[config.mk]
export PLATFORM = sky130hd
export DESIGN_NAME = score_pulse_gen_flat
export DESIGN_NICKNAME = d
export VERILOG_FILES = /design/src/rtl/score_pulse_gen_if.sv /design/src/rtl/score_pulse_gen.sv /design/src/flat_wrapper.sv
export SDC_FILE = /design/constraint.sdc
export NUM_CORES = 1
export LEC_CHECK = 0
export ABC_CLOCK_PERIOD_IN_PS = 7700
export BUFFER_PORTS_ARGS = -buffer_cell sky130_fd_sc_hd__buf_4
export CORE_UTILIZATION = 58
export CTS_BUF_LIST = sky130_fd_sc_hd__clkbuf_16
export DETAILED_ROUTE_END_ITERATION = 8
export PLACE_DENSITY = 0.8
export SLEW_MARGIN = 15
export SYNTH_ARGS = -nofsm -noshare
export SYNTH_HDL_FRONTEND = slang
export SYNTH_SLANG_ARGS = --single-unit
[constraint.sdc]
create_clock -name CLK -period 7.7 [get_ports CLK]
set_clock_uncertainty 0.2 [all_clocks]
set_input_delay 0.385 -clock CLK [delete_from_list [all_inputs] [get_ports CLK]]
set_output_delay 0.385 -clock CLK [all_outputs]
set_load 0.005 [all_outputs]
[src/rtl/score_pulse_gen_if.sv]
// Hit-event and point-pulse bundle between collision logic and the pulse generator.
// SCORE_DOUBLE_EN adds the DBL strobe qualifier.
interface score_pulse_gen_if #(
  parameter int PEND_W = 6
);
  logic              CLR;
  logic              HIT;
  logic [1:0]        HIT_TYPE;
`ifdef SCORE_DOUBLE_EN
  logic              DBL;
`endif
  logic              P;
  logic              BUSY;
  logic [PEND_W-1:0] PENDING;
  logic              OVF;

`ifdef SCORE_DOUBLE_EN
  modport master (
    output CLR, HIT, HIT_TYPE, DBL,
    input  P, BUSY, PENDING, OVF
  );
  modport slave (
    input  CLR, HIT, HIT_TYPE, DBL,
    output P, BUSY, PENDING, OVF
  );
`else
  modport master (
    output CLR, HIT, HIT_TYPE,
    input  P, BUSY, PENDING, OVF
  );
  modport slave (
    input  CLR, HIT, HIT_TYPE,
    output P, BUSY, PENDING, OVF
  );
`endif
endinterface

[src/rtl/score_pulse_gen.sv]
// Converts hit events into a paced stream of single-cycle point pulses.
// Define SCORE_DOUBLE_EN to enable the DBL (double points) input.
module score_pulse_gen #(
  parameter int         PEND_W    = 6,
  parameter int         PULSE_GAP = 3,
  parameter logic [3:0] PTS0      = 4'd1,
  parameter logic [3:0] PTS1      = 4'd2,
  parameter logic [3:0] PTS2      = 4'd3,
  parameter logic [3:0] PTS3      = 4'd5
) (
  input logic              CLK,
  input logic              RST,
  score_pulse_gen_if.slave bus
);

  typedef enum logic [1:0] {
    IDLE  = 2'd0,
    PULSE = 2'd1,
    GAP   = 2'd2
  } state_e;

  localparam int GW = (PULSE_GAP > 1) ? $clog2(PULSE_GAP) : 1;
  localparam int SW = PEND_W + 1;
  localparam logic [GW-1:0] GAP_LAST = GW'(PULSE_GAP - 1);
  localparam logic [SW-1:0] MAXV = SW'((1 << PEND_W) - 1);

  state_e            state_q, state_d;
  logic [GW-1:0]     cnt_q, cnt_d;
  logic [PEND_W-1:0] pend_q, pend_d;
  logic              ovf_q, ovf_d;

  logic [3:0]        pts;
  logic [4:0]        credit;
  logic [SW-1:0]     dec;
  logic [SW-1:0]     sum;

  always_comb begin
    pts = PTS0;
    unique case (bus.HIT_TYPE)
      2'd0: pts = PTS0;
      2'd1: pts = PTS1;
      2'd2: pts = PTS2;
      2'd3: pts = PTS3;
      default: pts = PTS0;
    endcase
  end

  always_comb begin
    credit = {1'b0, pts};
`ifdef SCORE_DOUBLE_EN
    if (bus.DBL) credit = {pts, 1'b0};
`endif
    if (!bus.HIT) credit = 5'd0;
  end

  // Credit and drain land on the same edge, so no point is lost.
  assign dec = (state_q == PULSE) ? SW'(1) : SW'(0);
  assign sum = {1'b0, pend_q} + SW'(credit) - dec;

  always_comb begin
    state_d = state_q;
    cnt_d   = cnt_q;
    pend_d  = sum[PEND_W-1:0];
    ovf_d   = ovf_q;
    if (sum > MAXV) begin
      pend_d = MAXV[PEND_W-1:0];
      ovf_d  = 1'b1;
    end
    unique case (state_q)
      IDLE: begin
        if (pend_q != '0) state_d = PULSE;
      end
      PULSE: begin
        state_d = GAP;
        cnt_d   = '0;
      end
      GAP: begin
        if (cnt_q == GAP_LAST) begin
          state_d = IDLE;
          cnt_d   = '0;
        end else begin
          cnt_d = cnt_q + GW'(1);
        end
      end
      default: state_d = IDLE;
    endcase
    if (bus.CLR) begin
      state_d = IDLE;
      cnt_d   = '0;
      pend_d  = '0;
      ovf_d   = 1'b0;
    end
  end

  always_ff @(posedge CLK or posedge RST) begin
    if (RST) begin
      state_q <= IDLE;
      cnt_q   <= '0;
      pend_q  <= '0;
      ovf_q   <= 1'b0;
    end else begin
      state_q <= state_d;
      cnt_q   <= cnt_d;
      pend_q  <= pend_d;
      ovf_q   <= ovf_d;
    end
  end

  assign bus.P       = (state_q == PULSE);
  assign bus.BUSY    = (pend_q != '0) || (state_q != IDLE);
  assign bus.PENDING = pend_q;
  assign bus.OVF     = ovf_q;

endmodule
[src/flat_wrapper.sv]
// flat-port wrapper written by rule: the top's interface ports become plain ports
module score_pulse_gen_flat 
#(
  parameter int         PEND_W    = 6,
  parameter int         PULSE_GAP = 3,
  parameter logic [3:0] PTS0      = 4'd1,
  parameter logic [3:0] PTS1      = 4'd2,
  parameter logic [3:0] PTS2      = 4'd3,
  parameter logic [3:0] PTS3      = 4'd5
)
  (CLK, RST, bus_CLR, bus_HIT, bus_HIT_TYPE, bus_P, bus_BUSY, bus_PENDING, bus_OVF);
  score_pulse_gen_if #(.PEND_W(PEND_W)) bus_i ();
  input logic CLK;
  input logic RST;
  input wire logic [$bits(bus_i.CLR)-1:0] bus_CLR;
  input wire logic [$bits(bus_i.HIT)-1:0] bus_HIT;
  input wire logic [$bits(bus_i.HIT_TYPE)-1:0] bus_HIT_TYPE;
  output wire logic [$bits(bus_i.P)-1:0] bus_P;
  output wire logic [$bits(bus_i.BUSY)-1:0] bus_BUSY;
  output wire logic [$bits(bus_i.PENDING)-1:0] bus_PENDING;
  output wire logic [$bits(bus_i.OVF)-1:0] bus_OVF;
  assign bus_i.CLR = bus_CLR;
  assign bus_i.HIT = bus_HIT;
  assign bus_i.HIT_TYPE = bus_HIT_TYPE;
  assign bus_P = bus_i.P;
  assign bus_BUSY = bus_i.BUSY;
  assign bus_PENDING = bus_i.PENDING;
  assign bus_OVF = bus_i.OVF;
  score_pulse_gen #(.PEND_W(PEND_W), .PULSE_GAP(PULSE_GAP), .PTS0(PTS0), .PTS1(PTS1), .PTS2(PTS2), .PTS3(PTS3)) u_core (.CLK(CLK), .RST(RST), .bus(bus_i));
endmodule
======== Yosys cells after proc, flatten, opt, wreduce, memory -nomap -nowiden ========
Cells that the tools add are included.
W data, S select, Z words.
word-level totals
  flip-flop bits (word level) ............. 11
  output and inout bits ................... 9
  bits of input ports ..................... 6
cells by class
  $add $sub $neg .......................... 3
  equal/unequal tests ..................... 8
  multiplexer cells ....................... 14
  order comparisons ....................... 1
  reduce and logical (&&, ||, !) cells .... 8
operator list
  cell                   number
  $pmux W4 S4            1
  $mux W6                2
  $mux W2                5
  $eq A2 B2 Y1 const B   4
  $add A6 B4 Y7          1
  $gt A7 B6 Y1 const B   1
  $sub A7 B7 Y7          1
  $ne A3 B2 Y1 const B   2
  $pmux W2 S3            1
  $reduce_bool A6 Y1     1
  $eq A2 B1 Y1 const B   2
  $logic_not A2 Y1       2
  $mux W4                1
  $pmux W2 S2            1
  $reduce_bool A2 Y1     2
  $mux W1                3
  $reduce_bool A3 Y1     1
  $add A2 B1 Y2 const B  1
  $reduce_and A2 Y1      1
  $logic_or A1 B1 Y1     1

======== Longest topological paths before layout ========
Gate-level depths: netlist (run 1).
  depth in word-level cells ............... 8
  depth in mapped cells ................... 10
  mapped depth without buffers ............ 10

======== Least setup slack after synthesis (run 1) ========
OpenSTA, ideal clock, no wires.
  kind .................................... register -> register
  from .................................... reg u_core.state_q[1]
  to ...................................... reg u_core.pend_q[5] (netlist: u_core.bus.PENDING[5])
  arrival ................................. 2312 ps
  required time ........................... 7362 ps
  path slack .............................. 5050 ps
  cell stages (with the launch flop) ...... 11
  path through ............................ dfrtp_1 > clkbuf_1 > nor2b_1 > ha_1 > inv_1 > ha_1 > fa_1 > a211oi_2 > nor4_2 > nor3_4 > a31oi_1
on the way
  longest elaborated chain between the ends .. 6
ends and longest elaborated chain
  item                      line                    RTL
  start: declaration        score_pulse_gen.sv:27   state_e state_q, state_d;
  start signal: assignment  score_pulse_gen.sv:102  state_q <= state_d;
  $eq A2 B1 Y1 (*)          -
  net bus_P                 flat_wrapper.sv:18      output wire logic [$bits(bus_i.P)-1:0] bus_P;
  $mux W1 (*)               score_pulse_gen.sv:57   assign dec = (state_q == PULSE) ? SW'(1) : SW'(0);
  $sub A7 B7 Y7 (*)         score_pulse_gen.sv:58   assign sum = {1'b0, pend_q} + SW'(credit) - dec;
  $gt A7 B6 Y1              score_pulse_gen.sv:65   if (sum > MAXV) begin
  $mux W6 (*)               score_pulse_gen.sv:65
  $mux W6 (*)               score_pulse_gen.sv:87   if (bus.CLR) begin
  net u_core.pend_d[5]      score_pulse_gen.sv:29   logic [PEND_W-1:0] pend_q, pend_d;
  end signal: assignment    score_pulse_gen.sv:104  pend_q <= pend_d;
  end: declaration          score_pulse_gen.sv:29
The timed path passes the listed nets; every way through them passes the cells marked *.
A chain may end at the register's enable or synchronous reset.

======== Worst setup path after layout (run 1) ========
  from .................................... reg u_core.state_q[0]
  to ...................................... reg u_core.pend_q[5] (netlist: u_core.bus.PENDING[5])
on the way
  longest elaborated chain between the ends .. 6
ends and longest elaborated chain
  item                  line
  $eq A2 B1 Y1 (*)      score_pulse_gen.sv:57
  $mux W1 (*)           score_pulse_gen.sv:57
  $sub A7 B7 Y7 (*)     score_pulse_gen.sv:58
  $gt A7 B6 Y1          score_pulse_gen.sv:65
  $mux W6 (*)           score_pulse_gen.sv:65
  $mux W6 (*)           score_pulse_gen.sv:87
  net u_core.pend_d[5]  score_pulse_gen.sv:29
Marks and branches as above.

==> out/metrics.yaml, run 1 <==
synthesis:
  ys_seq_elements: 11
  ys.flop_type: "dfrtp_1"
  ys_warn_count: 0
  netlist_area_um2: 858
  async_reset_ff_share_pct: 100
  yosysMostFrequentCell: "inv_1"
  syn_avg_cell_area_um2: 8.94
  synth_area_leader_cell: "dfrtp_1"
  synthTopCellsByCount: "inv_1 (17), ha_1 (12), dfrtp_1 (11)"
  synth-seq-area-share_pct: 32.1
  synthCells: 96
  yosysTopAreaCellShare_pct: 32.1
  synth_edf_count: 0
  synthTopCellsByArea: "dfrtp_1 (32%), ha_1 (17%), inv_1 (7.4%)"
  synth_nets: 115
  synth.distinct_cells: 28
power_and_ir_drop:
  ir_worst_vdd_uv: 291
  power_density_mw_per_mm2: 496
  leakagePower_uw: 0.000538
final_layout:
  multi_input_area_um2: 512
  register_area_um2: 275
  nets: 133
  diodes: 0
  area_growth_pct: 23.9
  final_core_util_pct: 79.7
  layout-drive-gt1-share_pct: 20.4
  fillers: 97
run:
  cap_violations: 0
clocking:
  cts_tree: "done"
  clk_pin_slew_ns: 0.04
  root_buffer: "clkbuf_16"
  cts-buffers-inserted: 3
  cts_sinks: 11
  post_cts.repair.setup_buffers: 0
  ctsHtreeMaxLevel: 1
  worstSkewPairLatency_ns: 0.24
  cts_buffer_depth: 2
global_route:
  overflow: 0
  grt_pass1_vias: 674
  grtUsageTotal_pct: 27.9
  grt_antenna_before_repair: 0
  grt_max_degree: 12
  grt_first_pass_wirelength_mm: 2.91
worst_setup_path:
  critPathKind: "reg2reg"
  cp_max_fo: 8
  arrival_ns: 2.71
  cp.required_ns: 7.60
  start_kind: "flip-flop"
  endpoint_kind: "flip-flop"
placed_design:
  dp_slack_ns: 4.80
  port-buffer-count: 14
  finalWeightedCongestion: 0.802
  detailed_place_hpwl_mm: 1.32
floorplanning:
  die_w_um: 40.5
  rows: 13
  core_area_mm2: 0.00133
  dieArea_mm2: 0.00164
  fp.dieH_um: 40.5
  pin_count: 15
  start_util_pct: 64.4
sta:
  max_freq_mhz: 355
  setup_viol: 0
  period_share_pct: 36.5
  worstMarginPinSlew_ns: 0.422
  finalCriticalPeriod_ns: 2.81
  timing.slew.headroom_pct: 71.8
  slew_viol_final: 0
  final.setup.worst_slack_ns: 4.89
  final_hold_viol_count: 0
  rsz0062_at_grt: "false"
  holdWs_ns: 0.194
  tns_ns: 0
route:
  wl_mm: 1.93
  drc_errors: 0
  drtPass1Iterations: 4
  ant_nets: 0
  wl_per_cell_um: 15.0
  drt-initial-drc-count: 18
  num_vias: 719
  viasPerCell: 5.62
min_path:
  hold_path_class: "in2reg"
outcome:
  status: "complete, no violations"
[final timing paths]
| check | from | to | slack (ns) | depth (start not counted) |
|---|---|---|---|---|
| max | u_core.state_q[0]$_DFFE_PP0P_ | u_core.bus.PENDING[5]$_DFF_PP0_ | 4.89 | 9 |
| min | bus_CLR | u_core.bus.PENDING[3]$_DFF_PP0_ | 0.19 | 2 |
| max reg2reg | u_core.state_q[0]$_DFFE_PP0P_ | u_core.bus.PENDING[5]$_DFF_PP0_ | 4.89 | 9 |
| min reg2reg | u_core.bus.OVF$_DFFE_PP0P_ | u_core.bus.OVF$_DFFE_PP0P_ | 0.34 | 2 |
| max in group asynchronous | RST | u_core.bus.PENDING[0]$_DFF_PP0_ | 6.51 | 3 |
| min in group asynchronous | RST | u_core.bus.PENDING[3]$_DFF_PP0_ | 0.50 | 3 |
[registers in the layout, summed over array words and instances, names as in the netlist]
| register | flops |
|---|---|
| u_core.cnt_q | 2 |
| u_core.state_q | 2 |
| u_core.bus.PENDING | 6 |
| u_core.bus.OVF | 1 |
[cell type report]
type,instances,area share (%)
multi-input cells,66,48.1
flip-flops and latches,11,25.9
repair buffers,15,10.8
clock buffers,3,7.06
inverters,17,6.00
well taps,15,1.76
clock inverters,1,0.353
[where the power goes]
part	leakage [uW]	switching (uW)	internal (uW)
registers	0.000139	26.8	81.5
logic	0.000356	178	148
clock network	0.0000423	24.9	68.1
[metal layers]
metal	up-vias	global-route usage, %	share of wire (%)	wire length, um
met5	-	0	0	0
met4	0	7.50	0	0
met3	0	8.33	4.8	92
met2	20	49.2	52	1010
met1	340	32.2	43	822
li1	359	-	-	-
[metrics by stage]
step           total power [uW]  instances  area (um^2)
2_1_floorplan               337         96          858
3_3_place_gp                415        123          975
3_5_place_dp                424        123          975
4_1_cts                     527        128         1060
5_1_grt                     577        128         1060
6_report                    528        128         1060
[kinds of logic (layout without fill, tap and decap cells)]
family | count (synthesis) | in the layout | synth area share, %
buffers and inverters | 19 | 36 | 8.31
flip-flops | 11 | 11 | 32.1
adder cells (fa/ha/maj) | 13 | 13 | 19.8
multiplexers | 1 | 1 | 1.17
AO/OA/AOI/OAI | 23 | 23 | 17.5
XOR/XNOR | 3 | 3 | 3.06
AND/OR/NAND/NOR | 26 | 26 | 18.1
[timing repair]
item                                   CTS  global route
endpoints found under the hold margin   11             0
resized for setup                        0             0
hold buffers                             1             0
[worst max-delay path: stages, from the launching register on]
cell      delay, ns
dfrtp_1        0.44
nor2b_1        0.20
ha_1           0.29
inv_1          0.04
ha_1           0.23
fa_1           0.45
a211oi_2       0.31
nor4_2         0.10
nor3_4         0.28
a31oi_1        0.12
[cells in the final DEF (no fill, tap or decap)]
cell type      Yosys  layout
o21a_1             1       1
dlygate4sd3_1      0       1
a211oi_2           1       1
nand2_1            4       4
dfrtp_1           11      11
a21oi_1           10      10
nand3_1            3       3
inv_1             17      18
mux2i_1            1       1
clkbuf_16          0       3
o211ai_2           1       1
fa_1               1       1
nor3_1             2       2
xnor2_1            1       1
a211oi_1           3       3
a31oi_1            1       1
o21ai_0            3       3
xor2_1             2       2
a21o_2             1       1
nor4_2             1       1
buf_4              0      14
ha_1              12      12
a21o_1             2       2
nor4_1             1       1
nor2_1             4       4
or2_2              1       1
nor2b_1            4       4
nand2b_1           4       4
or3b_1             1       1
nor3_4             1       1
No activity file was read; power rests on OpenSTA's default activity.
==> run 2: changes to the inputs <==
--- a/config.mk
+++ b/config.mk
@@ -5,12 +5,13 @@
 export SDC_FILE = /design/constraint.sdc
 export NUM_CORES = 1
 export LEC_CHECK = 0
-export ABC_CLOCK_PERIOD_IN_PS = 7700
+export ABC_AREA = 1
+export ABC_CLOCK_PERIOD_IN_PS = 2600
 export BUFFER_PORTS_ARGS = -buffer_cell sky130_fd_sc_hd__buf_4
-export CORE_UTILIZATION = 58
+export CORE_UTILIZATION = 54
 export CTS_BUF_LIST = sky130_fd_sc_hd__clkbuf_16
 export DETAILED_ROUTE_END_ITERATION = 8
-export PLACE_DENSITY = 0.8
+export PLACE_DENSITY = 0.75
 export SLEW_MARGIN = 15
 export SYNTH_ARGS = -nofsm -noshare
 export SYNTH_HDL_FRONTEND = slang
==> constraint.sdc (replaced) <==
create_clock -name CLK -period 2.6 [get_ports CLK]
set_clock_uncertainty 0.2 [all_clocks]
set_input_delay 0.13 -clock CLK [delete_from_list [all_inputs] [get_ports CLK]]
set_output_delay 0.13 -clock CLK [all_outputs]
set_load 0.005 [all_outputs]
==> out/metrics.yaml, run 2 <==
final_layout:
  fin_cells: 158  # +23%
  final_cell_mix: "inv_1 (37), nand2_1 (29), buf_4 (14)"
  nets: 162  # +22%
  diodes: 0  # unchanged
  area_growth_pct: 25.9
  final_common_cell: "inv_1"
  largest_reg_flops: 6  # unchanged
  stdcell_area_mm2: 0.00110  # +3.6%
  layout-drive-gt1-share_pct: 18.3  # -2.0 points
synthesis:
  synth.distinct_cells: 20  # -29%
  yosysTopAreaCellShare_pct: 31.4  # -0.64 points
  synthTopCellsByArea: "dfrtp_1 (31%), ha_1 (17%), inv_1 (15%)"
  synth-seq-area-share_pct: 31.4  # -0.64 points
  synth_nets: 141  # +23%
  netlist_area_um2: 876  # +2.0%
  async_reset_ff_share_pct: 100  # unchanged
  ys_seq_elements: 11  # unchanged
  synthCells: 122  # +27%
  synth_area_leader_cell: "dfrtp_1"
  synthTopCellsByCount: "inv_1 (36), nand2_1 (29), ha_1 (12)"
  yosysMostFrequentCell: "inv_1"
  ys.flop_type: "dfrtp_1"
  ys_warn_count: 0  # unchanged
  syn_avg_cell_area_um2: 7.18  # -20%
  synth_edf_count: 0  # unchanged
placed_design:
  placed_cell_area_mm2: 0.00100  # +2.7%
  detailed_place_hpwl_mm: 1.34  # +1.6%
  finalWeightedCongestion: 0.763  # -4.8%
  place_inst: 152  # +24%
  port-buffer-count: 14  # unchanged
  dp_slack_ns: 0.0468  # -4.75 ns
power_and_ir_drop:
  leakagePower_uw: 0.000675  # +25%
  power_density_mw_per_mm2: 1450  # +190%
  ir_worst_vdd_uv: 672  # +130%
worst_setup_path:
  cp.required_ns: 2.53  # -5.07 ns
  arrival_ns: 2.33  # -0.38 ns
  endpoint_kind: "flip-flop"
  cp_max_fo: 7  # -1
  r2r_cells: 14  # +5
  start_kind: "flip-flop"
  critPathKind: "reg2reg"
min_path:
  hold_path_class: "in2reg"
  hold_depth: 8  # +6
clocking:
  root_buffer: "clkbuf_16"
  cts-buffers-inserted: 3  # unchanged
  cts_sinks: 11  # unchanged
  cts_buffer_depth: 2  # unchanged
  post_cts.repair.setup_buffers: 0  # unchanged
  worstSkewPairLatency_ns: 0.24  # about the same
  clk_pin_slew_ns: 0.04  # about the same
  ctsHtreeMaxLevel: 1  # unchanged
  cts_tree: "done"
sta:
  holdWs_ns: 0.227  # +0.0326 ns
  period_share_pct: 92.1  # +56 points
  tns_ns: 0  # unchanged
  timing.slew.headroom_pct: 73.1  # +1.2 points
  slew_viol_final: 0  # unchanged
  setup_viol: 0  # unchanged
  final_hold_viol_count: 0  # unchanged
  finalCriticalPeriod_ns: 2.39  # -0.420 ns
  worstMarginPinSlew_ns: 0.403  # -0.0187 ns
  final.setup.worst_slack_ns: 0.207  # -4.68 ns
  max_freq_mhz: 418  # +18%
  rsz0062_at_grt: "false"
global_route:
  grtUsageTotal_pct: 23.0  # -5.0 points
  overflow: 0  # unchanged
  grt_first_pass_wirelength_mm: 3.06  # +5.2%
  grt_antenna_before_repair: 0  # unchanged
  grt_max_degree: 12  # unchanged
  grt_pass1_vias: 741  # +9.9%
route:
  ant_nets: 0  # unchanged
  drtPass1Iterations: 4  # unchanged
  viasPerCell: 4.80  # -14%
  wl_per_cell_um: 10.5  # -30%
  drt-initial-drc-count: 14  # -4
  drc_errors: 0  # unchanged
  num_vias: 759  # +5.6%
  wl_mm: 1.66  # -14%
floorplanning:
  dieArea_mm2: 0.00179  # +9.1%
  pin_count: 15  # unchanged
  die_w_um: 42.3  # +4.5%
  start_util_pct: 58.1  # -6.2 points
  core_area_mm2: 0.00151  # +13%
  fp.dieH_um: 42.3  # +4.5%
  rows: 14  # +1
outcome:
  status: "complete, no violations"
run:
  cap_violations: 0  # unchanged
-- run 2: changes by cell type after synthesis, sizes merged, moves of 2 or more --
cell    previous run  this run
nand3              3         6
nand2              4        31
clkbuf             2         0
nor2b              4         0
a21o               3         0
a211oi             4         0
a21oi             10         5
inv               17        38
nor2               4         8
nor4               2         0
nand2b             4         0
-- run 2: worst max-delay path: stages (launching register included) --
cell and delay, ns:
dfrtp_1 0.39, inv_1 0.09, nor2_2 0.06, ha_1 0.27, inv_1 0.04, ha_1 0.21
fa_1 0.41, nand2_1 0.09, nand2_1 0.06, nand3_1 0.09, nand3_1 0.12, nand2_4 0.12
nand2_1 0.05, nand2_1 0.06, inv_1 0.04
-- run 2: layer usage --
metal | up-vias | GRT usage [%] | wire (um)
met2 | 18 | 36.0 | 731
met4 | 0 | 7.50 | 12
met1 | 343 | 29.8 | 828
li1 | 395 | - | -
met3 | 3 | 7.76 | 86
met5 | - | 0 | 0
-- run 2: final timing paths --
kind,endpoint,slack [ns],startpoint
max,u_core.bus.PENDING[1]$_DFF_PP0_,0.21,u_core.state_q[0]$_DFFE_PP0P_
min,u_core.bus.PENDING[0]$_DFF_PP0_,0.23,bus_HIT
max reg2reg,u_core.bus.PENDING[1]$_DFF_PP0_,0.21,u_core.state_q[0]$_DFFE_PP0P_
min reg2reg,u_core.cnt_q[1]$_DFFE_PP0P_,0.31,u_core.cnt_q[1]$_DFFE_PP0P_
max in group asynchronous,u_core.cnt_q[0]$_DFFE_PP0P_,1.67,RST
min in group asynchronous,u_core.bus.OVF$_DFFE_PP0P_,0.24,RST
-- run 2: timing repair --
action | CTS | global route
resized for setup | 0 | 1
hold buffers | 2 | 0
setup endpoints to repair | 0 | 2
endpoints found under the hold margin | 13 | 0
-- run 2: logic make-up (layout without fill, tap and decap cells) --
group | Yosys count | count (layout) | share of synthesized area [%]
AO/OA/AOI/OAI | 8 | 8 | 5.57
adder cells (fa/ha/maj) | 13 | 13 | 19.4
XOR/XNOR | 3 | 3 | 3.00
flip-flops | 11 | 11 | 31.4
AND/OR/NAND/NOR | 49 | 49 | 24.3
buffers and inverters | 38 | 58 | 16.3
-- run 2: final cells by class --
class / instances / area, um^2
inverter: 38 / 143
clock buffer: 3 / 75.1
timing repair buffer: 16 / 125
multi-input combinational: 73 / 460
sequential: 11 / 275
clock inverter: 1 / 3.75
tap: 16 / 20.0
fill: 124 / 404
-- run 2: power by group --
| group | internal (uW) | switching, uW |
|---|---|---|
| logic | 426 | 584 |
| clock network | 202 | 77.1 |
| registers | 251 | 60.4 |
| total | 880 | 721 |
-- run 2: per-stage QoR --
| stage | total power, uW | utilization [%] |
|---|---|---|
| 5_1_grt | 1780 | 73.2 |
| 6_report | 1600 | 73.2 |
| 2_1_floorplan | 1060 | - |
| 3_5_place_dp | 1320 | 66.4 |
| 4_1_cts | 1610 | 73.0 |
| 3_3_place_gp | 1300 | 66.4 |
==> run 3: changes to the inputs <==
--- a/config.mk
+++ b/config.mk
@@ -8,10 +8,10 @@
 export ABC_AREA = 1
 export ABC_CLOCK_PERIOD_IN_PS = 2600
 export BUFFER_PORTS_ARGS = -buffer_cell sky130_fd_sc_hd__buf_4
-export CORE_UTILIZATION = 54
-export CTS_BUF_LIST = sky130_fd_sc_hd__clkbuf_16
+export CORE_UTILIZATION = 57
+export CTS_BUF_LIST = sky130_fd_sc_hd__clkbuf_8
 export DETAILED_ROUTE_END_ITERATION = 8
-export PLACE_DENSITY = 0.75
+export PLACE_DENSITY = 0.79
 export SLEW_MARGIN = 15
 export SYNTH_ARGS = -nofsm -noshare
 export SYNTH_HDL_FRONTEND = slang
==> out/metrics.yaml, run 3 (synthesis results as in run 2) <==
final_layout:
  diodes: 0  # unchanged
  nets: 162  # unchanged
  final_common_cell: "inv_1"
  register_area_um2: 275  # unchanged
  layout-drive-gt1-share_pct: 18.3  # unchanged
  fillers: 108  # -13%
  area_growth_pct: 21.9
  fin_cells: 157  # -0.63%
  largest_reg_flops: 6  # unchanged
  final_cell_mix: "inv_1 (37), nand2_1 (29), buf_4 (14)"
  multi_input_area_um2: 460  # unchanged
sta:
  timing.slew.headroom_pct: 73.0  # -0.12 points
  final.setup.worst_slack_ns: 0.190  # -0.0170 ns
  max_freq_mhz: 415  # -0.70%
  tns_ns: 0  # unchanged
  period_share_pct: 92.7  # +0.65 points
  finalCriticalPeriod_ns: 2.41  # +0.0170 ns
  worstMarginPinSlew_ns: 0.405  # +0.00177 ns
  rsz0062_at_grt: "false"
  setup_viol: 0  # unchanged
  slew_viol_final: 0  # unchanged
  final_hold_viol_count: 0  # unchanged
power_and_ir_drop:
  ir_worst_vdd_uv: 758  # +13%
  power_density_mw_per_mm2: 1430  # -1.8%
  p_switching_uw: 732  # +1.5%
  switching_share_pct: 48.1  # +3.1 points
  intPower_uw: 789  # -10%
  clkPwrFrac_pct: 11.4  # -6.0 points
  leakagePower_uw: 0.000659  # -2.4%
  seq_power_share_pct: 20.7  # +1.2 points
  pwr-share-comb_pct: 67.9  # +4.8 points
route:
  viasPerCell: 4.73  # -1.5%
  ant_nets: 0  # unchanged
  highest_layer: "met4"
  met1_length_um: 784  # -5.3%
  drt-initial-drc-count: 14  # unchanged
  dr_wl_met2_um: 834  # +14%
  met3_wirelength_um: 67  # -22%
  num_vias: 743  # -2.1%
  drtPass1Iterations: 4  # unchanged
  drc_errors: 0  # unchanged
  wl_mm: 1.71  # +2.8%
  wl_per_cell_um: 10.9  # +3.5%
clocking:
  post_cts.repair.setup_buffers: 0  # unchanged
  ctsHtreeMaxLevel: 1  # unchanged
  clk_pin_slew_ns: 0.05  # about the same
  worstSkewPairLatency_ns: 0.25  # about the same
  cts-buffers-inserted: 3  # unchanged
  cts_sinks: 11  # unchanged
  cts_buffer_depth: 2  # unchanged
  root_buffer: "clkbuf_8"
  cts_tree: "done"
worst_setup_path:
  slowest_delay_ns: 0.40  # about the same
  start_kind: "flip-flop"
  cp_common_cell: "nand2_1"
  crit_family: "adder cells"
  endpoint_kind: "flip-flop"
  cp_max_fo: 7  # unchanged
  arrival_ns: 2.35  # +0.02 ns
  critPathSlowestCell: "dfrtp_1"
  regToRegSetupSlack_ns: 0.19  # -0.02 ns
  r2r_cells: 14  # unchanged
  reg2reg_from: "u_core.state_q[0]$_DFFE_PP0P_"
  worstReg2RegEnd: "u_core.bus.PENDING[1]$_DFF_PP0_"
  critPathKind: "reg2reg"
  cp.required_ns: 2.54  # about the same
  path_cells: "inv_1 -> nor2_1 -> ha_1 -> inv_1 -> ha_1 -> fa_2 -> nand2_1 -> nand2_1 -> nand3_1 -> nand3_1 -> nand2_4 -> nand2_1 -> nand2_1 -> inv_1"
  path_buf_inv: 3  # unchanged
min_path:
  hold_path_class: "in2async"
placed_design:
  port-buffer-count: 14  # unchanged
  detailed_place_hpwl_mm: 1.42  # +5.5%
  dp_slack_ns: 0.0256  # -0.0212 ns
  place_inst: 151  # -0.66%
  finalWeightedCongestion: 0.767  # +0.45%
global_route:
  grt_max_degree: 12  # unchanged
  overflow: 0  # unchanged
  grt_antenna_before_repair: 0  # unchanged
  grt_first_pass_wirelength_mm: 2.75  # -10%
  grt_pass1_vias: 675  # -8.9%
  grtUsageTotal_pct: 26.0  # +3.0 points
floorplanning:
  core_area_mm2: 0.00137  # -9.3%
  dieArea_mm2: 0.00170  # -5.0%
  die_w_um: 41.2  # -2.5%
  fp.dieH_um: 41.2  # -2.5%
  rows: 13  # -1
  start_util_pct: 64.1  # +6.0 points
  pin_count: 15  # unchanged
run:
  cap_violations: 0  # unchanged
outcome:
  status: "complete, no violations"
[run 3: cell counts in the layout (fill, tap and decap cells not counted)]
Identical to the previous run, type by type.
[run 3: how the worst max path moves through the flow]
stage | start | cells past startpoint | to
2_1_floorplan | bus_HIT_TYPE[1] | 14 | u_core.bus.PENDING[2]$_DFF_PP0_
3_3_place_gp | bus_HIT_TYPE[0] | 14 | u_core.bus.PENDING[3]$_DFF_PP0_
3_5_place_dp | bus_HIT_TYPE[0] | 14 | u_core.bus.PENDING[1]$_DFF_PP0_
4_1_cts | u_core.state_q[0]$_DFFE_PP0P_ | 14 | u_core.bus.PENDING[1]$_DFF_PP0_
5_1_grt | u_core.state_q[0]$_DFFE_PP0P_ | 14 | u_core.bus.PENDING[3]$_DFF_PP0_
6_report | u_core.state_q[0]$_DFFE_PP0P_ | 14 | u_core.bus.PENDING[1]$_DFF_PP0_
[run 3: cell type report]
class,count,area share (%)
timing repair buffer,16,11.7
clock buffer,3,3.87
sequential,11,25.8
inverter,38,13.4
clock inverter,1,0.352
tap,15,1.76
multi-input combinational,73,43.1
[run 3: power groups by stage]
stage | logic, uW | clock network (uW) | registers [uW]
after floorplan | 754 | 0 | 306
after global placement | 982 | 0 | 313
after detailed placement | 1030 | 0 | 317
after CTS | 1030 | 168 | 315
after global routing | 1200 | 186 | 325
final | 1030 | 174 | 315
[run 3: repair_timing]
action / CTS / global route
resized for setup: 0 / 1
setup endpoints to repair: 0 / 5
hold endpoints to repair: 13 / 0
hold buffers: 2 / 0
[run 3: per-stage QoR]
stage | hold slack (ns) | util [%] | total power, uW | area [um^2]
floorplan | -0.218 | - | 1060 | 876
global placement | -0.0633 | 73.2 | 1300 | 1000
detailed placement | -0.0507 | 73.2 | 1340 | 1000
CTS | 0.250 | 77.9 | 1520 | 1060
global route | 0.280 | 78.1 | 1710 | 1070
finish | 0.226 | 78.1 | 1520 | 1070
[run 3: worst reg2reg max path: cells and delay by family, from the launching register on]
family,cells,cell delay (ns)
buffers and inverters,3,0.16
AND/OR/NAND/NOR,8,0.66
adder cells (fa/ha/maj),3,0.87
flip-flops,1,0.40
[run 3: routing by layer]
layer	vias up	global-route usage, %
met5	-	0
met4	0	7.26
met3	2	8.15
met2	16	46.1
met1	328	29.5
li1	397	-
